===== config.mk =====
export PLATFORM = sky130hd
export DESIGN_NAME = mem_access_unit
export DESIGN_NICKNAME = d
export VERILOG_FILES = /design/src/rtl/mem_access_unit_pkg.sv /design/src/rtl/mem_access_unit_lane.sv /design/src/rtl/mem_access_unit.sv
export SDC_FILE = /design/constraint.sdc
export NUM_CORES = 1
export LEC_CHECK = 0
export ABC_AREA = 1
export CORE_ASPECT_RATIO = 0.8
export CORE_MARGIN = 2
export CORE_UTILIZATION = 46
export DETAILED_ROUTE_END_ITERATION = 8
export HOLD_SLACK_MARGIN = 0.05
export PLACE_DENSITY = 0.77
export SLEW_MARGIN = 20
export SYNTH_ARGS = -nofsm -noshare
export SYNTH_HDL_FRONTEND = slang
export SYNTH_SLANG_ARGS = --single-unit

===== constraint.sdc =====
create_clock -name clk -period 4.2 [get_ports clk]
set_clock_uncertainty 0.2 [all_clocks]
set_input_delay 0.84 -clock clk [delete_from_list [all_inputs] [get_ports clk]]
set_output_delay 0.84 -clock clk [all_outputs]
set_load 0.01 [all_outputs]

===== src/rtl/mem_access_unit_pkg.sv =====
// Shared opcodes, reset constants, FSM encoding and access-size decode for the memory stage.
package mem_access_unit_pkg;

  localparam logic        RstEnable  = 1'b0;
  localparam logic [31:0] ZeroWord   = 32'h0000_0000;
  localparam logic [4:0]  NOPRegAddr = 5'b00000;

  localparam logic [7:0] EXE_LB_OP  = 8'hE0;
  localparam logic [7:0] EXE_LBU_OP = 8'hE4;
  localparam logic [7:0] EXE_LH_OP  = 8'hE1;
  localparam logic [7:0] EXE_LHU_OP = 8'hE5;
  localparam logic [7:0] EXE_LW_OP  = 8'hE3;
  localparam logic [7:0] EXE_SB_OP  = 8'hE8;
  localparam logic [7:0] EXE_SH_OP  = 8'hE9;
  localparam logic [7:0] EXE_SW_OP  = 8'hEB;

  typedef enum logic {IDLE = 1'b0, BUS = 1'b1} state_e;
  typedef enum logic [1:0] {SZ_NONE, SZ_BYTE, SZ_HALF, SZ_WORD} size_e;

  function automatic size_e access_size(input logic [7:0] op);
    case (op)
      EXE_LB_OP, EXE_LBU_OP, EXE_SB_OP: access_size = SZ_BYTE;
      EXE_LH_OP, EXE_LHU_OP, EXE_SH_OP: access_size = SZ_HALF;
      EXE_LW_OP, EXE_SW_OP:             access_size = SZ_WORD;
      default:                          access_size = SZ_NONE;
    endcase
  endfunction

  function automatic logic is_store(input logic [7:0] op);
    is_store = (op == EXE_SB_OP) || (op == EXE_SH_OP) || (op == EXE_SW_OP);
  endfunction

  function automatic logic is_unsigned(input logic [7:0] op);
    is_unsigned = (op == EXE_LBU_OP) || (op == EXE_LHU_OP);
  endfunction

  function automatic logic misaligned(input logic [7:0] op, input logic [1:0] off);
    case (access_size(op))
      SZ_HALF: misaligned = off[0];
      SZ_WORD: misaligned = |off;
      default: misaligned = 1'b0;
    endcase
  endfunction

endpackage


===== src/rtl/mem_access_unit_lane.sv =====
// Combinational lane mapper: byte selects, replicated store data and extended load data
// for one access, given its op and byte offset within the word.
module mem_lane_align
  import mem_access_unit_pkg::*;
#(
  parameter bit BIG_ENDIAN = 1'b1
) (
  input  logic [7:0]  op_i,
  input  logic [1:0]  offset_i,
  input  logic [31:0] reg2_i,
  input  logic [31:0] rdata_i,
  output logic [3:0]  sel_o,
  output logic [31:0] wdata_o,
  output logic [31:0] ldata_o
);

  logic [1:0]  blane;
  logic        hlane;
  logic [7:0]  bdat;
  logic [15:0] hdat;

  always_comb begin
    // Physical lane index counted from bits 7:0 upward.
    blane   = BIG_ENDIAN ? (2'd3 - offset_i) : offset_i;
    hlane   = BIG_ENDIAN ? ~offset_i[1] : offset_i[1];
    bdat    = rdata_i[8*blane +: 8];
    hdat    = rdata_i[16*hlane +: 16];
    sel_o   = 4'b1111;
    wdata_o = reg2_i;
    ldata_o = rdata_i;
    case (access_size(op_i))
      SZ_BYTE: begin
        sel_o   = 4'b0001 << blane;
        wdata_o = {4{reg2_i[7:0]}};
        ldata_o = is_unsigned(op_i) ? {24'b0, bdat} : {{24{bdat[7]}}, bdat};
      end
      SZ_HALF: begin
        sel_o   = hlane ? 4'b1100 : 4'b0011;
        wdata_o = {2{reg2_i[15:0]}};
        ldata_o = is_unsigned(op_i) ? {16'b0, hdat} : {{16{hdat[15]}}, hdat};
      end
      default: ;
    endcase
  end

endmodule


===== src/rtl/mem_access_unit.sv =====
// Handshaked MEM stage: issues one bus transfer per memory op with wait-state timeout,
// flags misaligned addresses, and registers write-back results as a one-cycle pulse.
module mem_access_unit
  import mem_access_unit_pkg::*;
#(
  parameter int ADDR_W     = 32,
  parameter int MAX_WAIT   = 16,
  parameter bit BIG_ENDIAN = 1'b1
) (
  input  logic              clk,
  input  logic              resetn,
  input  logic              in_valid,
  output logic              in_ready,
  input  logic [7:0]        aluop_i,
  input  logic [ADDR_W-1:0] mem_addr_i,
  input  logic [31:0]       reg2_i,
  input  logic [4:0]        wd_i,
  input  logic              wreg_i,
  input  logic [31:0]       wdata_i,
  input  logic              whilo_i,
  input  logic [31:0]       hi_i,
  input  logic [31:0]       lo_i,
  output logic              mem_req_o,
  output logic              mem_we_o,
  output logic [ADDR_W-1:0] mem_addr_o,
  output logic [3:0]        mem_sel_o,
  output logic [31:0]       mem_wdata_o,
  input  logic              mem_ack_i,
  input  logic [31:0]       mem_rdata_i,
  output logic              out_valid,
  output logic [4:0]        wd_o,
  output logic              wreg_o,
  output logic [31:0]       wdata_o,
  output logic              whilo_o,
  output logic [31:0]       hi_o,
  output logic [31:0]       lo_o,
  output logic              adel_o,
  output logic              ades_o,
  output logic              buserr_o,
  output logic [ADDR_W-1:0] badvaddr_o
);

  localparam int               CNT_W    = $clog2(MAX_WAIT + 1);
  localparam logic [CNT_W-1:0] CNT_LAST = CNT_W'(MAX_WAIT - 1);

  state_e            state_q, state_d;
  logic [CNT_W-1:0]  cnt_q, cnt_d;
  logic              req_q, req_d, we_q, we_d;
  logic [ADDR_W-1:0] maddr_q, maddr_d;
  logic [3:0]        sel_q, sel_d;
  logic [31:0]       mwdata_q, mwdata_d;
  // Instruction parked while its transfer is outstanding.
  logic [7:0]        op_q, op_d;
  logic [ADDR_W-1:0] paddr_q, paddr_d;
  logic [4:0]        pwd_q, pwd_d;
  logic              pwreg_q, pwreg_d, pwhilo_q, pwhilo_d;
  logic [31:0]       pwdata_q, pwdata_d, phi_q, phi_d, plo_q, plo_d;
  logic              ov_q, ov_d, wreg_q, wreg_d, whilo_q, whilo_d;
  logic [4:0]        wd_q, wd_d;
  logic [31:0]       wdata_q, wdata_d, hi_q, hi_d, lo_q, lo_d;
  logic              adel_q, adel_d, ades_q, ades_d, buserr_q, buserr_d;
  logic [ADDR_W-1:0] badv_q, badv_d;

  logic [7:0]  lane_op;
  logic [1:0]  lane_off;
  logic [3:0]  lane_sel;
  logic [31:0] lane_wdata, lane_ldata;

  // One mapper serves both the request (live inputs) and the response (parked op).
  assign lane_op  = (state_q == BUS) ? op_q : aluop_i;
  assign lane_off = (state_q == BUS) ? paddr_q[1:0] : mem_addr_i[1:0];

  mem_lane_align #(.BIG_ENDIAN(BIG_ENDIAN)) u_lane (
    .op_i    (lane_op),
    .offset_i(lane_off),
    .reg2_i  (reg2_i),
    .rdata_i (mem_rdata_i),
    .sel_o   (lane_sel),
    .wdata_o (lane_wdata),
    .ldata_o (lane_ldata)
  );

  always_ff @(posedge clk) begin
    if (resetn == RstEnable) begin
      state_q <= IDLE;  cnt_q <= '0;
      req_q <= 1'b0;  we_q <= 1'b0;  maddr_q <= '0;  sel_q <= 4'b0;  mwdata_q <= ZeroWord;
      op_q <= 8'h00;  paddr_q <= '0;  pwd_q <= NOPRegAddr;  pwreg_q <= 1'b0;
      pwhilo_q <= 1'b0;  pwdata_q <= ZeroWord;  phi_q <= ZeroWord;  plo_q <= ZeroWord;
      ov_q <= 1'b0;  wd_q <= NOPRegAddr;  wreg_q <= 1'b0;  wdata_q <= ZeroWord;
      whilo_q <= 1'b0;  hi_q <= ZeroWord;  lo_q <= ZeroWord;
      adel_q <= 1'b0;  ades_q <= 1'b0;  buserr_q <= 1'b0;  badv_q <= '0;
    end else begin
      state_q <= state_d;  cnt_q <= cnt_d;
      req_q <= req_d;  we_q <= we_d;  maddr_q <= maddr_d;  sel_q <= sel_d;  mwdata_q <= mwdata_d;
      op_q <= op_d;  paddr_q <= paddr_d;  pwd_q <= pwd_d;  pwreg_q <= pwreg_d;
      pwhilo_q <= pwhilo_d;  pwdata_q <= pwdata_d;  phi_q <= phi_d;  plo_q <= plo_d;
      ov_q <= ov_d;  wd_q <= wd_d;  wreg_q <= wreg_d;  wdata_q <= wdata_d;
      whilo_q <= whilo_d;  hi_q <= hi_d;  lo_q <= lo_d;
      adel_q <= adel_d;  ades_q <= ades_d;  buserr_q <= buserr_d;  badv_q <= badv_d;
    end
  end

  always_comb begin
    state_d = state_q;  cnt_d = cnt_q;
    req_d = req_q;  we_d = we_q;  maddr_d = maddr_q;  sel_d = sel_q;  mwdata_d = mwdata_q;
    op_d = op_q;  paddr_d = paddr_q;  pwd_d = pwd_q;  pwreg_d = pwreg_q;
    pwhilo_d = pwhilo_q;  pwdata_d = pwdata_q;  phi_d = phi_q;  plo_d = plo_q;
    ov_d = 1'b0;  wd_d = wd_q;  wreg_d = wreg_q;  wdata_d = wdata_q;
    whilo_d = whilo_q;  hi_d = hi_q;  lo_d = lo_q;
    adel_d = 1'b0;  ades_d = 1'b0;  buserr_d = 1'b0;  badv_d = badv_q;
    case (state_q)
      IDLE: begin
        if (in_valid) begin
          if (access_size(aluop_i) == SZ_NONE) begin
            ov_d = 1'b1;  wd_d = wd_i;  wreg_d = wreg_i;  wdata_d = wdata_i;
            whilo_d = whilo_i;  hi_d = hi_i;  lo_d = lo_i;
          end else if (misaligned(aluop_i, mem_addr_i[1:0])) begin
            ov_d = 1'b1;  wd_d = wd_i;  wreg_d = 1'b0;  wdata_d = wdata_i;
            whilo_d = 1'b0;  hi_d = hi_i;  lo_d = lo_i;
            adel_d = ~is_store(aluop_i);
            ades_d = is_store(aluop_i);
            badv_d = mem_addr_i;
          end else begin
            state_d  = BUS;  cnt_d = '0;
            req_d    = 1'b1;  we_d = is_store(aluop_i);
            maddr_d  = {mem_addr_i[ADDR_W-1:2], 2'b00};
            sel_d    = lane_sel;  mwdata_d = lane_wdata;
            op_d = aluop_i;  paddr_d = mem_addr_i;  pwd_d = wd_i;  pwreg_d = wreg_i;
            pwhilo_d = whilo_i;  pwdata_d = wdata_i;  phi_d = hi_i;  plo_d = lo_i;
          end
        end
      end
      BUS: begin
        if (mem_ack_i || cnt_q == CNT_LAST) begin
          state_d = IDLE;  cnt_d = '0;
          req_d = 1'b0;  we_d = 1'b0;  maddr_d = '0;  sel_d = 4'b0;  mwdata_d = ZeroWord;
          ov_d = 1'b1;  wd_d = pwd_q;  hi_d = phi_q;  lo_d = plo_q;
          if (mem_ack_i) begin
            wreg_d  = pwreg_q;  whilo_d = pwhilo_q;
            wdata_d = is_store(op_q) ? pwdata_q : lane_ldata;
          end else begin
            wreg_d = 1'b0;  whilo_d = 1'b0;  wdata_d = pwdata_q;
            buserr_d = 1'b1;  badv_d = paddr_q;
          end
        end else begin
          cnt_d = cnt_q + 1'b1;
        end
      end
      default: state_d = IDLE;
    endcase
  end

  assign in_ready    = (state_q == IDLE);
  assign mem_req_o   = req_q;
  assign mem_we_o    = we_q;
  assign mem_addr_o  = maddr_q;
  assign mem_sel_o   = sel_q;
  assign mem_wdata_o = mwdata_q;
  assign out_valid   = ov_q;
  assign wd_o        = wd_q;
  assign wreg_o      = wreg_q;
  assign wdata_o     = wdata_q;
  assign whilo_o     = whilo_q;
  assign hi_o        = hi_q;
  assign lo_o        = lo_q;
  assign adel_o      = adel_q;
  assign ades_o      = ades_q;
  assign buserr_o    = buserr_q;
  assign badvaddr_o  = badv_q;

endmodule


Yosys cells after proc, flatten, opt, wreduce, memory -nomap -nowiden
Cells that the tools add are included.
{"block": "word_totals", "wordCells": 187, "ff_bits": 358, "inputBits": 211}
{"block": "op_classes", "n_shift": 3, "n_reduce_logical": 21, "n_eq_ne": 31, "mux": 97, "n_addsub": 2, "bitwise_logic": 7}
{"op": "2-to-1 mux 32 bit", "count": 28}
{"op": "case mux 32 bit (2 select lines)", "count": 8}
{"op": "equality test 8 bit, second input constant", "count": 19}
{"op": "2-to-1 mux 5 bit", "count": 8}
{"op": "variable part select 32 x 6 -> 16 bit", "count": 1}
{"op": "variable part select 32 x 6 -> 8 bit", "count": 1}
{"op": "2-to-1 mux 1 bit", "count": 28}
{"op": "2-to-1 mux 4 bit", "count": 5}
{"op": "case mux 5 bit (2 select lines)", "count": 2}
{"op": "case mux 4 bit (2 select lines)", "count": 2}
{"op": "case mux 1 bit (2 select lines)", "count": 7}
{"op": "2-to-1 mux 2 bit", "count": 6}
{"op": "case mux 2 bit (3 select lines)", "count": 2}
{"op": "OR reduction 3 bit", "count": 4}
{"op": "AND reduction 3 bit", "count": 3}
{"op": "2-to-1 mux 8 bit", "count": 1}
{"op": "!= test 2 bit, second input constant", "count": 4}
{"op": "AND reduction 4 bit", "count": 2}
{"op": "inverter 1 bit", "count": 7}
{"op": "equality test 2 bit, second input constant", "count": 3}
{"op": "logical OR 1 bit", "count": 6}
{"op": "OR reduction 2 bit", "count": 3}
{"op": "adder 5 x 1 -> 5 bit, second input constant", "count": 1}
{"op": "equality test 5 x 4 -> 1 bit, second input constant", "count": 1}
{"op": "8 further kinds", "count": 9}

Longest topological paths before layout
Gate-level depths: netlist (run 1).
{"block": "depth", "ltp_word": 18, "mapped_depth": 20, "mapped_depth_nobuf": 18}

Hierarchy
Synthesis (run 1) repeated with hierarchy kept, for this count alone.
{"block": "unflattened", "cells_unflattened": 2472, "area_unflattened_um2": 17214.0}
{"mod": "mem_access_unit", "instances": 1, "area_each_um2": 15901.5, "cells_each": 2209, "seq_area_each_um2": 7126.8}
{"mod": "mem_lane_align", "instances": 1, "area_each_um2": 1312.5, "cells_each": 263, "seq_area_each_um2": 0.0}

Worst setup path after synthesis (run 1)
No wires, ideal clock.
{"block": "synth_timing", "kind": "input port to flip-flop", "start": "input aluop_i[1]", "end": "register wdata_q[27], in the netlist wdata_o[27]", "path_slack_ns": 1.244, "path_buffers": 2, "arrival_time_ns": 2.686, "setup_time_ns": 0.070, "stages": 18, "path_cell_list": "o21ai_0 nand2_1 nand2_1 nand3_1 inv_1 ha_1 buf_2 inv_1 nor2_8 nand2_1 o21ai_1 inv_2 nand2_1 nand2_2 buf_4 nand2_1 nand2_1 a21oi_1"}
{"block": "synth_between", "elab_chain_len": 13, "elab_cells_between_ends": 51, "classes_between": "21 x eq/ne; 21 x mux; 9 x reduce/logical"}
{"element": "start, declared", "line_no": "mem_access_unit.sv:14", "text": "input logic [7:0] aluop_i,"}
{"element": "equality test 8 bit", "line_no": "mem_access_unit_pkg.sv:21", "text": "case (op)"}
{"element": "OR reduction 3 bit / OR reduction 2 bit (equally long branches)", "line_no": "mem_access_unit_pkg.sv:21"}
{"element": "case mux 2 bit (3 select lines)", "line_no": "mem_access_unit_pkg.sv:21"}
{"element": "2-to-1 mux 2 bit", "line_no": "mem_access_unit.sv:114", "text": "if (access_size(aluop_i) == SZ_NONE) begin"}
{"element": "2-to-1 mux 2 bit", "line_no": "mem_access_unit.sv:113", "text": "if (in_valid) begin"}
{"element": "2-to-1 mux 2 bit", "line_no": "mem_access_unit.sv:111", "text": "case (state_q)"}
{"element": "equality test 2 bit", "line_no": "mem_access_unit_pkg.sv:38", "text": "case (access_size(op))"}
{"element": "case mux 1 bit (2 select lines)", "line_no": "mem_access_unit_pkg.sv:38"}
{"element": "2-to-1 mux 1 bit", "line_no": "mem_access_unit.sv:114"}
{"element": "2-to-1 mux 1 bit", "line_no": "mem_access_unit.sv:113"}
{"element": "2-to-1 mux 1 bit", "line_no": "mem_access_unit.sv:111"}
{"element": "!= test 3 x 1 -> 1 bit (no source line)"}
{"element": "AND reduction 3 bit (no source line)"}
{"element": "end signal, assigned", "line_no": "mem_access_unit.sv:97", "text": "ov_q <= ov_d; wd_q <= wd_d; wreg_q <= wreg_d; wdata_q <= wdata_d;"}
{"element": "end, declared", "line_no": "mem_access_unit.sv:60", "text": "logic [31:0] wdata_q, wdata_d, hi_q, hi_d, lo_q, lo_d;"}
Parallel ways exist; a longest one is shown, timed or not. The select of a mux whose other input is x is not followed.
A chain may end at the register's enable or synchronous reset.

Worst setup path after layout (run 1)
{"block": "layout_timing", "start": "input aluop_i[1]", "end": "register wdata_q[1], in the netlist wdata_o[1]"}
The elaborated chain is that of the path after synthesis.

==> results_tabular.tex, run 1 <==
\begin{tabular}{lr}
\hline
Metric & Value \\
\hline
\multicolumn{2}{l}{\textbf{Die}} \\
\quad Die outline height & 168.1 µm \\
\quad Number of cell rows & 60 \\
\quad IO Pins & 421 \\
\quad Area of the die & 35170 µm² \\
\quad Starting density of the core & 46.37\% \\
\quad Total core area & 33410 µm² \\
\quad Floorplan die width & 209.2 µm \\
\multicolumn{2}{l}{\textbf{Clock tree}} \\
\quad Setup Fix Bufs, Post-CTS & 0 \\
\quad CTS resizes & 0 \\
\quad Clk sink count & 356 \\
\quad Clock transition at path regs & 0.06 ns \\
\quad Number of buffers created by CTS & 38 \\
\quad Total of hold buffers inserted after clock tree synthesis & 0 \\
\quad Maximum number of buffers from clock root to sink & 3 \\
\quad H-tree lvl count & 2 \\
\quad Clock latency reported for the late side of the worst-skew pair & 0.52 ns \\
\quad Clock root buffer & clkbuf\_16 \\
\quad TritonCTS clock tree & yes \\
\multicolumn{2}{l}{\textbf{Timing}} \\
\quad Maximum clock frequency & 305.8 MHz \\
\quad Number of failing setup endpoints in the final timing report & 0 \\
\quad Worst hold slack & 0.2449 ns \\
\quad Time the worst path needs with I/O delays and setup & 3.270 ns \\
\quad Worst relative slew slack & 30.80\% \\
\quad Setup repair after global routing missed its margin & no \\
\quad Post-route fraction of the period consumed by the critical path & 77.86\% \\
\quad Max Transition Viols Final & 0 \\
\quad Final Worst Setup Slack & 0.9297 ns \\
\quad Actual slew at the worst max-slew pin & 1.038 ns \\
\quad Hold violation count in the final report & 0 \\
\quad Aggregate negative setup slack & 0 ns \\
\multicolumn{2}{l}{\textbf{Detailed routing}} \\
\quad Wirelength per Cell & 16.84 µm \\
\quad Aggregate routed wire length & 50840 µm \\
\quad Number of vias per cell & 5.403 \\
\quad Number of DRC markers in iteration 0 & 1576 \\
\quad Number of vias after detailed routing & 16305 \\
\quad Number of nets still failing antenna checks after routing & 0 \\
\quad Length of the first detailed-routing pass in iterations & 7 \\
\quad Drc violations & 0 \\
\multicolumn{2}{l}{\textbf{Global route}} \\
\quad Maximum number of pins on one net before global-route repair & 256 \\
\quad Total Routing Usage GR & 28.24\% \\
\quad Total gr overflow & 0 \\
\quad First-pass GRT wire length & 81510 µm \\
\quad Number of global-route vias before repair & 15280 \\
\quad Antenna violations before repair & 1 \\
\multicolumn{2}{l}{\textbf{Placed design}} \\
\quad Total of buffers placed on input and output ports & 418 \\
\quad Worst setup timing slack at the placement stage & 0.4291 ns \\
\quad Area after detailed placement & 19720 µm² \\
\quad Sum of net half-perimeters after detailed placement & 33600 µm \\
\quad Routability cong. & 0.9408 \\
\multicolumn{2}{l}{\textbf{Status}} \\
\quad Run status & finished clean \\
\multicolumn{2}{l}{\textbf{Setup path}} \\
\quad Highest net fanout along the worst path & 10 \\
\quad Critical Path End Type & register \\
\quad Setup slack of the most critical reg-to-reg path & 1.01 ns \\
\quad Worst setup SP type & input port \\
\quad Crit path kind & input port to register \\
\quad Required arrival time at the worst endpoint & 4.39 ns \\
\quad CP Data Arrival Time & 3.46 ns \\
\multicolumn{2}{l}{\textbf{Worst hold path}} \\
\quad Type of the most critical hold path & register to register \\
\multicolumn{2}{l}{\textbf{Pwr}} \\
\quad Power Total & 7.898 mW \\
\quad Worst VDD drop & 0.2723 mV \\
\quad Power density cells & 375.8 nW/µm² \\
\quad Leakage & 9.246 nW \\
\multicolumn{2}{l}{\textbf{Synth}} \\
\quad Fraction of the yosys area taken by sequential cells & 46.01\% \\
\quad Netlist area before placement & 15490 µm² \\
\quad Cells taking the most area after synthesis & dfxtp\_1, nand2\_1, o21ai\_0 \\
\quad Number of enable-type register cells in the synthesized netlist & 0 \\
\quad Synth area leader & dfxtp\_1 \\
\quad Top cell types by occurrence after synthesis & nand2\_1, dfxtp\_1, nor2\_1, o21ai\_0, nand3\_1 \\
\quad Library cell with the highest instance count after synthesis & nand2\_1 \\
\quad Count of unique library cells instantiated by Yosys & 38 \\
\quad Synthesized area per cell & 6.934 µm² \\
\quad Cells after synthesis & 2234 \\
\quad FFs w/ async S/R, synth & 0\% \\
\quad Flip-flop cell with the highest count after synthesis & dfxtp\_1 \\
\quad Flops \& latches, synth & 356 \\
\quad Area share of the largest cell type after synthesis & 46.01\% \\
\quad Number of synthesis warnings & 0 \\
\multicolumn{2}{l}{\textbf{Finish}} \\
\quad Share of layout cells above drive strength 1 & 4.259\% \\
\quad Syn-to-layout area delta & 35.69\% \\
\quad Net count reported at finish & 2770 \\
\quad Final Instance Area & 21020 µm² \\
\multicolumn{2}{l}{\textbf{Run}} \\
\quad Max-capacitance violation count & 0 \\
\hline
\end{tabular}
-- through the flow --
step           instances  utilization, %
2_1_floorplan       2235               -
3_3_place_gp        2949           59.04
3_5_place_dp        2949           59.04
4_1_cts             3017           62.90
5_1_grt             3018           62.92
6_report            3018           62.92
-- cell families (layout without fill, tap and decap cells) --
kind of cell,Yosys count,count (layout),synth area share [%]
other,1,3,0.02421
and+or+nand+nor,1178,1178,31.13
xor gates and xnor gates,3,3,0.1697
DFF,356,356,46.01
adders and majority gates,4,4,0.3231
buffers and inverters,289,637,7.916
AOI/OAI and AO/OA,403,403,14.43
-- registers in the layout (all words and copies together), names as in the netlist, 4 cells and up --
signal,flops
badvaddr_o,32
hi_o,32
lo_o,32
mem_wdata_o,32
paddr_q,32
phi_q,32
plo_q,32
pwdata_q,32
wdata_o,32
mem_addr_o,30
op_q,8
cnt_q,5
pwd_q,5
wd_o,5
mem_sel_o,4
-- metal layers --
| layer | GRT usage, % | routed length, µm |
|---|---|---|
| met5 | 0 | 0 |
| met4 | 10.00 | 1747 |
| met3 | 6.267 | 4367 |
| met2 | 43.22 | 22490 |
| met1 | 39.25 | 22230 |
-- report_power, final --
group | switching, mW | internal (mW)
clock | 1.38 | 2.08
sequential | 0.0537 | 3.47
combinational | 0.472 | 0.434
-- final timing paths --
path	startpoint	end	cells after the start
worst min-delay path	mem_sel_o[1]	mem_sel_o[1]	2
worst max register to register	state_q	wdata_o[1]	14
worst min register to register	mem_sel_o[1]	mem_sel_o[1]	2
worst max-delay path	aluop_i[1]	wdata_o[1]	14
-- layout make-up --
class,count,area (µm²)
Antenna cell,1,2.502
Clock buffer,55,1106
Clock inverter,13,182.7
Fill cell,2913,12390
Inverter,127,481.7
Multi-Input combinational cell,1590,7153
Sequential cell,356,7131
Tap cell,434,543.0
Timing Repair Buffer,442,4419
-- cell usage in the layout (no fill, tap or decap), drive strengths merged, types with 3 or more instances in the layout --
master / count
or2: 4
inv: 127
clkbuf: 55
bufinv: 4
nand3: 237
o2111ai: 25
ha: 4
clkinv: 5
buf: 25
clkdlybuf4s50: 417
o22ai: 10
nor2: 308
a221o: 8
clkinvlp: 4
a22oi: 23
o21ai: 252
nand2: 618
nor3: 3
dfxtp: 356
nand4: 6
a21oi: 79
-- critical path: stages --
cell and delay, ns:
clkdlybuf4s50_1 0.48, o21ai_0 0.31, nand2_1 0.11, nand2_1 0.10
nand3_1 0.10, ha_1 0.32, inv_1 0.22, nand2_2 0.19
inv_1 0.27, nor2_1 0.07, nor2_1 0.10, nand2_1 0.07
a21boi_0 0.19, a21oi_1 0.09
No activity file was read; power rests on OpenSTA's default activity.
==> inputs of run 2 (changes only) <==
==> constraint.sdc (replaced) <==
create_clock -name clk -period 3.4 [get_ports clk]
set_clock_uncertainty 0.2 [all_clocks]
set_input_delay 0.68 -clock clk [delete_from_list [all_inputs] [get_ports clk]]
set_output_delay 0.68 -clock clk [all_outputs]
set_load 0.01 [all_outputs]
==> run 2 against run 1 <==
Critical path depth decreased by 11. Clock-buffer cell count grew 1. Sequential share of layout area shrank 0.18 points. Clock power increased by 16%. First-iteration DRC count grew 5.0%. Wire length is 3.3% higher. Sequential cell count is the same. Via count is 1.3% higher. Worst hold slack hardly changed. Global-route usage is 0.66 points higher. Worst setup slack got worse by 0.57 ns.
==> results_tabular.tex, run 2 (synthesis results as in run 1) <==
\begin{tabular}{lr}
\hline
Metric & Value \\
\hline
\multicolumn{2}{l}{\textbf{Global route}} \\
\quad Maximum number of pins on one net before global-route repair & 220 (-14\%) \\
\quad Antenna violations before repair & 1 (unchanged) \\
\quad First-pass GRT wire length & 83080 µm (+1.9\%) \\
\quad Total Routing Usage GR & 28.90\% (+0.66 points) \\
\quad Total gr overflow & 0 (unchanged) \\
\quad Number of global-route vias before repair & 15487 (+1.4\%) \\
\multicolumn{2}{l}{\textbf{Die}} \\
\quad Area of the die & 35170 µm² (unchanged) \\
\quad Number of cell rows & 60 (unchanged) \\
\quad Total core area & 33410 µm² (unchanged) \\
\quad Floorplan die width & 209.2 µm (unchanged) \\
\quad IO Pins & 421 (unchanged) \\
\quad Die outline height & 168.1 µm (unchanged) \\
\quad Starting density of the core & 46.37\% (unchanged) \\
\multicolumn{2}{l}{\textbf{Setup path}} \\
\quad Highest net fanout along the worst path & 44 (+34) \\
\quad Crit path cell chain & inv\_4, buf\_4, clkdlybuf4s50\_1 \\
\quad Worst setup SP type & register \\
\quad Critical Path End Type & output pin \\
\quad Required arrival time at the worst endpoint & 2.52 ns (-1.87 ns) \\
\quad Crit path kind & register to output pin \\
\quad Worst stage delay on the critical path & 0.62 ns (+0.14 ns) \\
\quad Critical path's slowest cell & clkdlybuf4s50\_1 \\
\quad CP Data Arrival Time & 2.16 ns (-1.30 ns) \\
\multicolumn{2}{l}{\textbf{Finish}} \\
\quad Layout filler cell count & 2860 (-1.8\%) \\
\quad Final Instance Area & 21130 µm² (+0.54\%) \\
\quad Fin util & 63.26\% (+0.34 points) \\
\quad Final cell count without fillers & 3038 (+0.66\%) \\
\quad Most common library cell in the layout ignoring fill and taps & nand2\_1 \\
\quad Top library cells by usage in the layout, fill and taps aside & nand2\_1, clkdlybuf4s50\_1, dfxtp\_1 \\
\quad FF/Latch Area & 7131 µm² (unchanged) \\
\quad Syn-to-layout area delta & 36.43\% \\
\quad Multi-input logic area & 7153 µm² (unchanged) \\
\quad Share of layout cells above drive strength 1 & 4.802\% (+0.54 points) \\
\quad Net count reported at finish & 2791 (+0.76\%) \\
\multicolumn{2}{l}{\textbf{Detailed routing}} \\
\quad Length of the first detailed-routing pass in iterations & 6 (-1) \\
\quad Number of nets still failing antenna checks after routing & 0 (unchanged) \\
\quad Number of vias per cell & 5.435 (+0.60\%) \\
\quad Wirelength per Cell & 17.28 µm (+2.6\%) \\
\quad Aggregate routed wire length & 52500 µm (+3.3\%) \\
\quad Number of DRC markers in iteration 0 & 1655 (+5.0\%) \\
\quad Number of vias after detailed routing & 16512 (+1.3\%) \\
\quad Drc violations & 0 (unchanged) \\
\multicolumn{2}{l}{\textbf{Placed design}} \\
\quad Total placed cells including tap cells & 2970 (+0.71\%) \\
\quad Worst setup timing slack at the placement stage & 0.02428 ns (-0.4048 ns) \\
\quad Routability cong. & 0.9048 (-3.8\%) \\
\quad Sum of net half-perimeters after detailed placement & 35120 µm (+4.5\%) \\
\quad Area after detailed placement & 19940 µm² (+1.1\%) \\
\quad Total of buffers placed on input and output ports & 418 (unchanged) \\
\multicolumn{2}{l}{\textbf{Timing}} \\
\quad Hold violation count in the final report & 0 (unchanged) \\
\quad Number of failing setup endpoints in the final timing report & 0 (unchanged) \\
\quad Time the worst path needs with I/O delays and setup & 3.044 ns \\
\quad Setup repair after global routing missed its margin & no \\
\quad Maximum clock frequency & 328.6 MHz \\
\quad Post-route fraction of the period consumed by the critical path & 89.52\% \\
\quad Worst relative slew slack & 26.39\% (-4.4 points) \\
\quad Actual slew at the worst max-slew pin & 1.104 ns (+0.06617 ns) \\
\quad Final Worst Setup Slack & 0.3564 ns (-0.5733 ns) \\
\quad Aggregate negative setup slack & 0 ns (unchanged) \\
\quad Max Transition Viols Final & 0 (unchanged) \\
\multicolumn{2}{l}{\textbf{Pwr}} \\
\quad Power Internal & 7.178 mW (+20\%) \\
\quad Power density cells & 451.3 nW/µm² (+20\%) \\
\quad Clock network fraction of design power & 42.3\% (-1.6 points) \\
\quad Leakage & 9.338 nW (+0.99\%) \\
\quad Switching power as a share of total power & 24.75\% (+0.58 points) \\
\quad Net switching power of the design & 2.360 mW (+24\%) \\
\quad Worst VDD drop & 0.3205 mV (+18\%) \\
\quad Logic gate share of total power & 12.0\% (+0.5 points) \\
\quad Power share of the sequential group & 45.7\% (+1.1 points) \\
\multicolumn{2}{l}{\textbf{Clock tree}} \\
\quad Maximum number of buffers from clock root to sink & 3 (unchanged) \\
\quad Clk sink count & 356 (unchanged) \\
\quad Clock latency reported for the late side of the worst-skew pair & 0.53 ns (about the same) \\
\quad Total of hold buffers inserted after clock tree synthesis & 0 (unchanged) \\
\quad H-tree lvl count & 2 (unchanged) \\
\quad CTS resizes & 0 (unchanged) \\
\quad Clock transition at path regs & 0.06 ns (about the same) \\
\quad TritonCTS clock tree & yes \\
\quad Clock root buffer & clkbuf\_16 \\
\quad Setup Fix Bufs, Post-CTS & 0 (unchanged) \\
\quad Number of buffers created by CTS & 38 (unchanged) \\
\multicolumn{2}{l}{\textbf{Worst hold path}} \\
\quad Type of the most critical hold path & register to register \\
\multicolumn{2}{l}{\textbf{Run}} \\
\quad Max-capacitance violation count & 0 (unchanged) \\
\multicolumn{2}{l}{\textbf{Status}} \\
\quad Run status & finished clean \\
\hline
\end{tabular}
-- run 2: cell count changes in the layout (fill, tap and decap cells not counted) --
cell / before / now
inv_1: 119 / 120
buf_4: 19 / 36
clkinv_4: 1 / 2
bufinv_16: 4 / 2
clkinvlp_4: 4 / 0
clkinv_1: 1 / 0
buf_12: 4 / 9
clkinv_2: 3 / 6
clkbuf_1: 9 / 14
buf_6: 2 / 1
clkbuf_8: 7 / 3
-- run 2: power by group through the flow --
stage / Sequential (mW) / Clock, mW / Combinational (mW)
global route: 4.37 / 4.26 / 1.24
finish: 4.36 / 4.03 / 1.14
floorplan: 4.48 / 0 / 0.439
detailed placement: 4.45 / 0 / 1.13
global placement: 4.45 / 0 / 1.12
CTS: 4.36 / 4.09 / 1.14
-- run 2: critical path, delay by kind of cell (launching register included) --
kind	cells	cell delay [ns]
buffers and inverters	3	1.12
DFF	1	0.51
-- run 2: cell type report --
| type | instances | share of cell area (%) |
|---|---|---|
| Multi-Input combinational cell | 1590 | 33.85 |
| Sequential cell | 356 | 33.74 |
| Timing Repair Buffer | 463 | 21.94 |
| Clock buffer | 56 | 5.062 |
| Tap cell | 434 | 2.570 |
| Inverter | 127 | 2.279 |
| Clock inverter | 11 | 0.5506 |
| Antenna cell | 1 | 0.01184 |
-- run 2: metal layers --
metal	track usage, %	part of all wire, %
met1	40.14	44
met5	0	0
met4	11.46	3.5
met3	6.659	9.3
met2	43.49	43
-- run 2: final timing paths --
| kind | start | to | slack, ns | cells after the start |
|---|---|---|---|---|
| hold reg to reg | mem_wdata_o[1] | mem_wdata_o[1] | 0.25 | 2 |
| setup / recovery | state_q | in_ready | 0.36 | 3 |
| setup reg to reg | state_q | wdata_o[1] | 0.43 | 14 |
| hold / removal | mem_wdata_o[1] | mem_wdata_o[1] | 0.25 | 2 |
-- run 2: per-stage QoR --
step,hold WS (ns),power [mW]
3_5_place_dp,0.2345,5.577
2_1_floorplan,0.2301,4.921
6_report,0.2452,9.538
5_1_grt,0.2620,9.872
3_3_place_gp,0.2309,5.566
4_1_cts,0.2477,9.591
